--- src/rtl/ball_collision_writer_pkg.sv ---
// Shared types and widths for the billiard ball collision logic.
package billiard_pkg;

    localparam int VEL_W   = 11;
    localparam int POS_W   = 11;
    localparam int DIFF_W  = 12;
    localparam int DIST2_W = 25;

    typedef struct packed {
        logic        [POS_W-1:0] posX;
        logic        [POS_W-1:0] posY;
        logic signed [VEL_W-1:0] velX;
        logic signed [VEL_W-1:0] velY;
    } ball_state_t;

    typedef enum logic [2:0] {
        IDLE,
        CAPTURE,
        DETECT,
        RESOLVE,
        WRITE
    } collision_state_t;

    // Magnitude of a 12-bit signed difference; -2048 maps to 2048 as unsigned.
    function automatic logic [DIFF_W-1:0] abs_diff(input logic signed [DIFF_W-1:0] value);
        return value[DIFF_W-1] ? DIFF_W'(-value) : DIFF_W'(value);
    endfunction

endpackage

--- src/rtl/ball_collision_writer_if.sv ---
// Frame tick, ball pair state and velocity write-back bundle.
interface ball_collision_if;
    import billiard_pkg::*;

    logic                    startOfFrame;
    logic                    enable;
    logic        [POS_W-1:0] posAX;
    logic        [POS_W-1:0] posAY;
    logic signed [VEL_W-1:0] velAX;
    logic signed [VEL_W-1:0] velAY;
    logic        [POS_W-1:0] posBX;
    logic        [POS_W-1:0] posBY;
    logic signed [VEL_W-1:0] velBX;
    logic signed [VEL_W-1:0] velBY;

    logic                    velocityWriteEnableA;
    logic signed [VEL_W-1:0] outVelocityAX;
    logic signed [VEL_W-1:0] outVelocityAY;
    logic                    velocityWriteEnableB;
    logic signed [VEL_W-1:0] outVelocityBX;
    logic signed [VEL_W-1:0] outVelocityBY;
    logic                    collisionPulse;
    logic                    busy;
    logic             [15:0] collisionCount;

    // Controller / ball side: drives frame tick and ball state, observes writes.
    modport master (
        output startOfFrame, enable,
        output posAX, posAY, velAX, velAY,
        output posBX, posBY, velBX, velBY,
        input  velocityWriteEnableA, outVelocityAX, outVelocityAY,
        input  velocityWriteEnableB, outVelocityBX, outVelocityBY,
        input  collisionPulse, busy, collisionCount
    );

    // Collision writer side.
    modport slave (
        input  startOfFrame, enable,
        input  posAX, posAY, velAX, velAY,
        input  posBX, posBY, velBX, velBY,
        output velocityWriteEnableA, outVelocityAX, outVelocityAY,
        output velocityWriteEnableB, outVelocityBX, outVelocityBY,
        output collisionPulse, busy, collisionCount
    );

endinterface

--- src/rtl/ball_collision_writer_collision_detect.sv ---
// Combinational overlap test, dominant-axis choice and closing test for a ball pair.
module collision_detect
    import billiard_pkg::*;
#(
    parameter int BALL_DIAMETER = 32
) (
    input  ball_state_t ball_a,
    input  ball_state_t ball_b,
    output logic        hit,
    output logic        axisIsX,
    output logic        closing
);

    logic signed [DIFF_W-1:0]  dx;
    logic signed [DIFF_W-1:0]  dy;
    logic signed [DIST2_W-1:0] dx_ext;
    logic signed [DIST2_W-1:0] dy_ext;
    logic        [DIST2_W-1:0] d2;
    logic        [DIFF_W-1:0]  abs_dx;
    logic        [DIFF_W-1:0]  abs_dy;
    logic signed [DIFF_W-1:0]  d_dom;
    logic signed [DIFF_W-1:0]  vel_a_dom;
    logic signed [DIFF_W-1:0]  vel_b_dom;
    logic signed [DIFF_W-1:0]  rel;

    // Squared centre distance against diameter squared, then approach direction on the larger axis.
    always_comb begin
        dx     = $signed({1'b0, ball_a.posX}) - $signed({1'b0, ball_b.posX});
        dy     = $signed({1'b0, ball_a.posY}) - $signed({1'b0, ball_b.posY});
        dx_ext = DIST2_W'(dx);
        dy_ext = DIST2_W'(dy);
        d2     = DIST2_W'(dx_ext * dx_ext + dy_ext * dy_ext);
        hit    = d2 < DIST2_W'(BALL_DIAMETER * BALL_DIAMETER);

        abs_dx  = abs_diff(dx);
        abs_dy  = abs_diff(dy);
        axisIsX = abs_dx >= abs_dy;

        if (axisIsX) begin
            d_dom     = dx;
            vel_a_dom = DIFF_W'($signed(ball_a.velX));
            vel_b_dom = DIFF_W'($signed(ball_b.velX));
        end else begin
            d_dom     = dy;
            vel_a_dom = DIFF_W'($signed(ball_a.velY));
            vel_b_dom = DIFF_W'($signed(ball_b.velY));
        end

        rel     = vel_a_dom - vel_b_dom;
        closing = (!d_dom[DIFF_W-1] && (d_dom != '0) && rel[DIFF_W-1]) ||
                  (d_dom[DIFF_W-1] && !rel[DIFF_W-1] && (rel != '0));
    end

endmodule

--- src/rtl/ball_collision_writer.sv ---
// Per-frame collision check for one ball pair with elastic velocity swap write-back.
module ball_collision_writer
    import billiard_pkg::*;
#(
    parameter int BALL_DIAMETER   = 32,
    parameter int COOLDOWN_FRAMES = 4
) (
    input logic              clk,
    input logic              reset,
    ball_collision_if.slave  bus
);

    localparam int CD_W = (COOLDOWN_FRAMES > 0) ? $clog2(COOLDOWN_FRAMES + 1) : 1;

    collision_state_t state;
    collision_state_t next_state;

    ball_state_t ball_a_q;
    ball_state_t ball_b_q;

    logic hit;
    logic axis_x;
    logic closing;
    logic hit_q;
    logic axis_x_q;
    logic closing_q;
    logic suppressed_q;
    logic do_write;

    logic [CD_W-1:0] cooldown_q;

    logic frame_start;
    logic capture_en;
    logic detect_en;
    logic resolve_en;
    logic busy;

    logic                    write_a_q;
    logic                    write_b_q;
    logic                    pulse_q;
    logic signed [VEL_W-1:0] out_ax_q;
    logic signed [VEL_W-1:0] out_ay_q;
    logic signed [VEL_W-1:0] out_bx_q;
    logic signed [VEL_W-1:0] out_by_q;
    logic             [15:0] count_q;

    collision_detect #(
        .BALL_DIAMETER(BALL_DIAMETER)
    ) u_detect (
        .ball_a (ball_a_q),
        .ball_b (ball_b_q),
        .hit    (hit),
        .axisIsX(axis_x),
        .closing(closing)
    );

    // State register.
    always_ff @(posedge clk) begin
        if (reset) begin
            state <= IDLE;
        end else begin
            state <= next_state;
        end
    end

    // Next state: only IDLE waits; every other state advances after one cycle.
    always_comb begin
        next_state = state;
        case (state)
            IDLE:    if (bus.startOfFrame && bus.enable) next_state = CAPTURE;
            CAPTURE: next_state = DETECT;
            DETECT:  next_state = RESOLVE;
            RESOLVE: next_state = WRITE;
            WRITE:   next_state = IDLE;
            default: next_state = IDLE;
        endcase
    end

    // Per-state datapath enables and the busy flag.
    always_comb begin
        busy        = 1'b0;
        frame_start = 1'b0;
        capture_en  = 1'b0;
        detect_en   = 1'b0;
        resolve_en  = 1'b0;
        case (state)
            IDLE:    frame_start = bus.startOfFrame && bus.enable;
            CAPTURE: begin busy = 1'b1; capture_en = 1'b1; end
            DETECT:  begin busy = 1'b1; detect_en  = 1'b1; end
            RESOLVE: begin busy = 1'b1; resolve_en = 1'b1; end
            WRITE:   busy = 1'b1;
            default: ;
        endcase
    end

    assign do_write = hit_q && closing_q && !suppressed_q;

    // Frame datapath: cooldown, capture, detect results and the registered write-back loaded into WRITE.
    always_ff @(posedge clk) begin
        if (reset) begin
            ball_a_q     <= '0;
            ball_b_q     <= '0;
            hit_q        <= 1'b0;
            axis_x_q     <= 1'b0;
            closing_q    <= 1'b0;
            suppressed_q <= 1'b0;
            cooldown_q   <= '0;
            write_a_q    <= 1'b0;
            write_b_q    <= 1'b0;
            pulse_q      <= 1'b0;
            out_ax_q     <= '0;
            out_ay_q     <= '0;
            out_bx_q     <= '0;
            out_by_q     <= '0;
            count_q      <= '0;
        end else begin
            write_a_q <= 1'b0;
            write_b_q <= 1'b0;
            pulse_q   <= 1'b0;

            if (frame_start) begin
                suppressed_q <= (cooldown_q != '0);
                if (cooldown_q != '0) begin
                    cooldown_q <= cooldown_q - CD_W'(1);
                end
            end

            if (capture_en) begin
                ball_a_q <= '{posX: bus.posAX, posY: bus.posAY, velX: bus.velAX, velY: bus.velAY};
                ball_b_q <= '{posX: bus.posBX, posY: bus.posBY, velX: bus.velBX, velY: bus.velBY};
            end

            if (detect_en) begin
                hit_q     <= hit;
                axis_x_q  <= axis_x;
                closing_q <= closing;
            end

            if (resolve_en && do_write) begin
                write_a_q  <= 1'b1;
                write_b_q  <= 1'b1;
                pulse_q    <= 1'b1;
                out_ax_q   <= axis_x_q ? ball_b_q.velX : ball_a_q.velX;
                out_ay_q   <= axis_x_q ? ball_a_q.velY : ball_b_q.velY;
                out_bx_q   <= axis_x_q ? ball_a_q.velX : ball_b_q.velX;
                out_by_q   <= axis_x_q ? ball_b_q.velY : ball_a_q.velY;
                count_q    <= count_q + 16'd1;
                cooldown_q <= CD_W'(COOLDOWN_FRAMES);
            end
        end
    end

    assign bus.velocityWriteEnableA = write_a_q;
    assign bus.velocityWriteEnableB = write_b_q;
    assign bus.collisionPulse       = pulse_q;
    assign bus.outVelocityAX        = out_ax_q;
    assign bus.outVelocityAY        = out_ay_q;
    assign bus.outVelocityBX        = out_bx_q;
    assign bus.outVelocityBY        = out_by_q;
    assign bus.busy                 = busy;
    assign bus.collisionCount       = count_q;

endmodule

--- src/flat_wrapper.sv ---
// flat-port wrapper written by rule: the top's interface ports become plain ports
module ball_collision_writer_flat import billiard_pkg::*;
#(
    parameter int BALL_DIAMETER   = 32,
    parameter int COOLDOWN_FRAMES = 4
)
  (clk, reset, bus_startOfFrame, bus_enable, bus_posAX, bus_posAY, bus_velAX, bus_velAY, bus_posBX, bus_posBY, bus_velBX, bus_velBY, bus_velocityWriteEnableA, bus_outVelocityAX, bus_outVelocityAY, bus_velocityWriteEnableB, bus_outVelocityBX, bus_outVelocityBY, bus_collisionPulse, bus_busy, bus_collisionCount);
  ball_collision_if bus_i ();
  input logic clk;
  input logic reset;
  input wire logic [$bits(bus_i.startOfFrame)-1:0] bus_startOfFrame;
  input wire logic [$bits(bus_i.enable)-1:0] bus_enable;
  input wire logic [$bits(bus_i.posAX)-1:0] bus_posAX;
  input wire logic [$bits(bus_i.posAY)-1:0] bus_posAY;
  input wire logic [$bits(bus_i.velAX)-1:0] bus_velAX;
  input wire logic [$bits(bus_i.velAY)-1:0] bus_velAY;
  input wire logic [$bits(bus_i.posBX)-1:0] bus_posBX;
  input wire logic [$bits(bus_i.posBY)-1:0] bus_posBY;
  input wire logic [$bits(bus_i.velBX)-1:0] bus_velBX;
  input wire logic [$bits(bus_i.velBY)-1:0] bus_velBY;
  output wire logic [$bits(bus_i.velocityWriteEnableA)-1:0] bus_velocityWriteEnableA;
  output wire logic [$bits(bus_i.outVelocityAX)-1:0] bus_outVelocityAX;
  output wire logic [$bits(bus_i.outVelocityAY)-1:0] bus_outVelocityAY;
  output wire logic [$bits(bus_i.velocityWriteEnableB)-1:0] bus_velocityWriteEnableB;
  output wire logic [$bits(bus_i.outVelocityBX)-1:0] bus_outVelocityBX;
  output wire logic [$bits(bus_i.outVelocityBY)-1:0] bus_outVelocityBY;
  output wire logic [$bits(bus_i.collisionPulse)-1:0] bus_collisionPulse;
  output wire logic [$bits(bus_i.busy)-1:0] bus_busy;
  output wire logic [$bits(bus_i.collisionCount)-1:0] bus_collisionCount;
  assign bus_i.startOfFrame = bus_startOfFrame;
  assign bus_i.enable = bus_enable;
  assign bus_i.posAX = bus_posAX;
  assign bus_i.posAY = bus_posAY;
  assign bus_i.velAX = bus_velAX;
  assign bus_i.velAY = bus_velAY;
  assign bus_i.posBX = bus_posBX;
  assign bus_i.posBY = bus_posBY;
  assign bus_i.velBX = bus_velBX;
  assign bus_i.velBY = bus_velBY;
  assign bus_velocityWriteEnableA = bus_i.velocityWriteEnableA;
  assign bus_outVelocityAX = bus_i.outVelocityAX;
  assign bus_outVelocityAY = bus_i.outVelocityAY;
  assign bus_velocityWriteEnableB = bus_i.velocityWriteEnableB;
  assign bus_outVelocityBX = bus_i.outVelocityBX;
  assign bus_outVelocityBY = bus_i.outVelocityBY;
  assign bus_collisionPulse = bus_i.collisionPulse;
  assign bus_busy = bus_i.busy;
  assign bus_collisionCount = bus_i.collisionCount;
  ball_collision_writer #(.BALL_DIAMETER(BALL_DIAMETER), .COOLDOWN_FRAMES(COOLDOWN_FRAMES)) u_core (.clk(clk), .reset(reset), .bus(bus_i));
endmodule
--- config.mk ---
export PLATFORM = sky130hd
export DESIGN_NAME = ball_collision_writer_flat
export DESIGN_NICKNAME = d
export VERILOG_FILES = /design/src/rtl/ball_collision_writer_pkg.sv /design/src/rtl/ball_collision_writer_if.sv /design/src/rtl/ball_collision_writer_collision_detect.sv /design/src/rtl/ball_collision_writer.sv /design/src/flat_wrapper.sv
export SDC_FILE = /design/constraint.sdc
export NUM_CORES = 1
export LEC_CHECK = 0
export ABC_AREA = 0
export CAP_MARGIN = 20
export CORE_MARGIN = 10
export CORE_UTILIZATION = 55
export DETAILED_ROUTE_END_ITERATION = 7
export PLACE_DENSITY = 0.76
export SLEW_MARGIN = 0
export SYNTH_ARGS = -nofsm -noshare
export SYNTH_HDL_FRONTEND = slang
export SYNTH_SLANG_ARGS = --single-unit
--- constraint.sdc ---
create_clock -name clk -period 19.4 [get_ports clk]
set_clock_uncertainty 0.2 [all_clocks]
set_input_delay 3.88 -clock clk [delete_from_list [all_inputs] [get_ports clk]]
set_output_delay 3.88 -clock clk [all_outputs]
set_load 0.01 [all_outputs]
==> results.txt <==
The run finished with clean final reports. The most critical setup path has its startpoint at u_core.ball_b_q[22]. At the end of routability-driven placement, the weighted congestion stood at 0.930.

The clock input transition at the sequential cells of the worst setup and hold paths is 0.08 ns. The aggregate negative setup slack is 0 ns. The number of violations of the max-capacitance limit came out at 0. The width of the die came out at 202 µm.

Summed over all layers, the global routing overflow is 0. In this run the most critical hold path is launched from u_core.ball_b_q[27]. The xor/xnor cell area share of the yosys netlist is 4.09%. The total number of vias came out at 14.2k. The count of standard-cell rows came out at 66. The fraction of layout cells with a size suffix above 1 came out at 4.25%. The count of port buffers added during placement came out at 155. The utilization after layout came out at 63.5%. Among all cell types in the netlist, the one instantiated most often is sky130_fd_sc_hd__inv_1.

The tree built by TritonCTS fans out to 159 sinks. The vias per cell came out at 5.45. The proportion of netlist area held by the largest area contributor is 32.0%. Setup repair after global routing left no endpoint under its margin. The kind of start point of the critical path is a register. The net count of the finished layout is 2677.

After clock tree synthesis, the setup repair step added 0 buffers. The slowest stage of the critical path is the sky130_fd_sc_hd__xnor2_1 cell. The arrival time of data at the critical path endpoint is 9.82 ns. The clock period minus final worst setup slack is 9.65 ns.

The minimum setup slack after placement came out at 9.94 ns. The effective utilization at floorplan came out at 55.7%. Setup violations remaining at the end of the flow were counted as 0. The routed wire length came out at 47400 µm.

The main combinational cell family by area after synthesis is adder cells. The normalized max-slew margin came out at 32.7%. The I/O pin count is 156. The number of filler cells placed in the layout is 2740. After synthesis, the cell types taking the most area are sky130_fd_sc_hd__fa_1, sky130_fd_sc_hd__dfxtp_1, sky130_fd_sc_hd__ha_1, sky130_fd_sc_hd__inv_1, sky130_fd_sc_hd__nand2_1.

The share of the synthesized area in compound gates (AO/OA/AOI/OAI) came out at 9.54%. TritonCTS built the clock tree. The number of enable-type register cells in the synthesized netlist came out at 0.

The pin count of the biggest net entering global routing came out at 99. The first-pass GRT wire length came out at 78000 µm. The count of mapped cells out of synthesis is 2038. The post-synthesis cell type count is 79.

Based on the critical path, the design can be clocked at up to 104 MHz. The largest total area in the synthesized netlist belongs to sky130_fd_sc_hd__fa_1. Hold timing on the final database bottoms out at a slack of 0.257 ns. The flip-flop and latch area is 3180 µm². The worst setup path is captured at a register. After synthesis, flip-flops and latches occupy 17.6% of the total area. The critical path required time is 19.57 ns. Of all nets on the critical path, the largest fanout is 11. The number of antenna violations at the first check in global routing came out at 0. The post-synthesis to final-layout area growth is 14.0%. The number of endpoints with negative hold slack in the final report came out at 0. The portion of synthesized area spent on multiplexers is 4.22%. The startpoint of the worst register-to-register path is u_core.ball_b_q[22]. The maximum level of the CTS H-tree is 4. Yosys printed 0 warnings.

Of the total synthesized cell area, the portion taken by full adders, half adders and majority gates is 42.0%. The floorplan step set the die height to 202 µm. The cell area after synthesis came out at 18100 µm².

The core area is 32500 µm². The average cell area after synthesis is 8.90 µm². The area of the die came out at 40600 µm². The path class of the tightest hold or removal check is reg2reg. The remaining antenna violation count came out at 0. The worst setup margin came out at 9.75 ns. The final routed DRC violation total came out at 0. The number of DRC violations after detailed-routing iteration 0 is 977.

The number of cells upsized or downsized after cts is 0. The number of optimization iterations in the first detailed-route pass is 5. The post-cts hold buffer count is 0. The footprint of the multi-input gates came out at 13200 µm². The synthesis-stage register bit count is 159. The cell sitting at the root of the clock tree is a sky130_fd_sc_hd__clkbuf_16. The commonest cells after synthesis are sky130_fd_sc_hd__inv_1, sky130_fd_sc_hd__fa_1, sky130_fd_sc_hd__nand2_1. The category of the critical setup timing path is reg2reg. The via count of the first global-routing pass came to 15.2k. At the later pin of the worst-skew pair, clock insertion delay measures 0.44 ns. The number of nets produced by synthesis is 2564. After detailed routing, the average wire length per cell comes to 18.2 µm.

The antenna cell count is 0. The proportion of register bits with asynchronous set or reset after synthesis came out at 0%. The global routing usage summed across all routing layers is 23.8%. Of the total synthesized cell area, the portion taken by AND, OR, NAND and NOR gates is 12.8%. The most frequently used flop master after synthesis is sky130_fd_sc_hd__dfxtp_1. The number of pins exceeding their max-slew limit in the final report is 0. The HPWL after detailed placement came out at 38600 µm. The number of clock buffers inserted by TritonCTS came out at 17. After layout, the worst path uses 49.8% of the clock period. The cell repeated most along the worst path is sky130_fd_sc_hd__inv_1. The slew at the pin with the worst max-slew slack is 1.01 ns. Counting along the longest clock path gives a buffer depth of 2. The delay of the slowest critical-path stage is 0.65 ns.
==> flip-flops by register name (all words and copies together), names as in the netlist, 11 cells and up <==
name and flops:
u_core.bus.outVelocityBX 11, u_core.ball_a_q 44, u_core.bus.outVelocityAY 11, u_core.bus.outVelocityAX 11
u_core.bus.collisionCount 16, u_core.ball_b_q 44, u_core.bus.outVelocityBY 11
==> path summary, 6_finish.rpt <==
kind / depth (start not counted) / to / slack, ns
max: 33 / u_core.hit_q / 9.75
min: 2 / u_core.ball_b_q[27] / 0.26
max reg2reg: 33 / u_core.hit_q / 9.75
min reg2reg: 2 / u_core.ball_b_q[27] / 0.26
==> layer usage <==
metal  vias up  global-route usage, %  part of all wire [%]
li1       6638                      -                     -
met1      7059                   27.8                    38
met2       397                   43.0                    53
met3       106                   3.87                   5.2
met4         0                   8.64                   3.7
met5         -                      0                     0
==> per-stage QoR <==
| stage | instances | cell area, µm² |
|---|---|---|
| 2_1_floorplan | 2038 | 18100 |
| 3_3_place_gp | 2573 | 20000 |
| 3_5_place_dp | 2574 | 20000 |
| 4_1_cts | 2606 | 20700 |
| 5_1_grt | 2606 | 20700 |
| 6_report | 2606 | 20700 |
==> area by class of cell <==
class | instances | share of cell area, %
clock buffer | 17 | 2.06
inverter | 390 | 7.10
multi-input combinational | 1413 | 63.7
timing repair buffer | 170 | 8.04
tap | 442 | 2.67
sequential | 159 | 15.4
clock inverter | 15 | 0.998
==> critical path: cells and delay by family (launching register included) <==
family          cells  cell delay [ns]
simple gates        2             0.42
buf+inv             9             1.01
compound gates     10             2.56
xor+xnor            1             0.65
fa+ha+maj          10             4.27
mux                 1             0.12
flops               1             0.35
==> cells by family (layout without fill, tap and decap cells) <==
kind of cell,after synthesis,count (layout)
AND/OR/NAND/NOR,557,557
buffers and inverters,466,592
adder cells (fa/ha/maj),434,434
AO/OA/AOI/OAI,270,270
flip-flops,159,159
XOR/XNOR,77,77
multiplexers,75,75
==> cells in the final DEF, fill, tap and decap left out, drive strengths merged, types with 14 or more instances in the layout <==
cell type / instances
a21oi: 125
nor2: 187
ha: 144
clkbuf: 17
buf: 16
nand2: 278
clkdlybuf4s50: 154
a211oi: 47
xnor2: 51
a21o: 16
xor2: 26
nor3: 18
mux2i: 64
dfxtp: 159
inv: 391
clkinv: 14
fa: 290
o21ai: 27
Power is not shown: default switching activity piles up to over one toggle a cycle in this logic, so the estimate is an artifact.
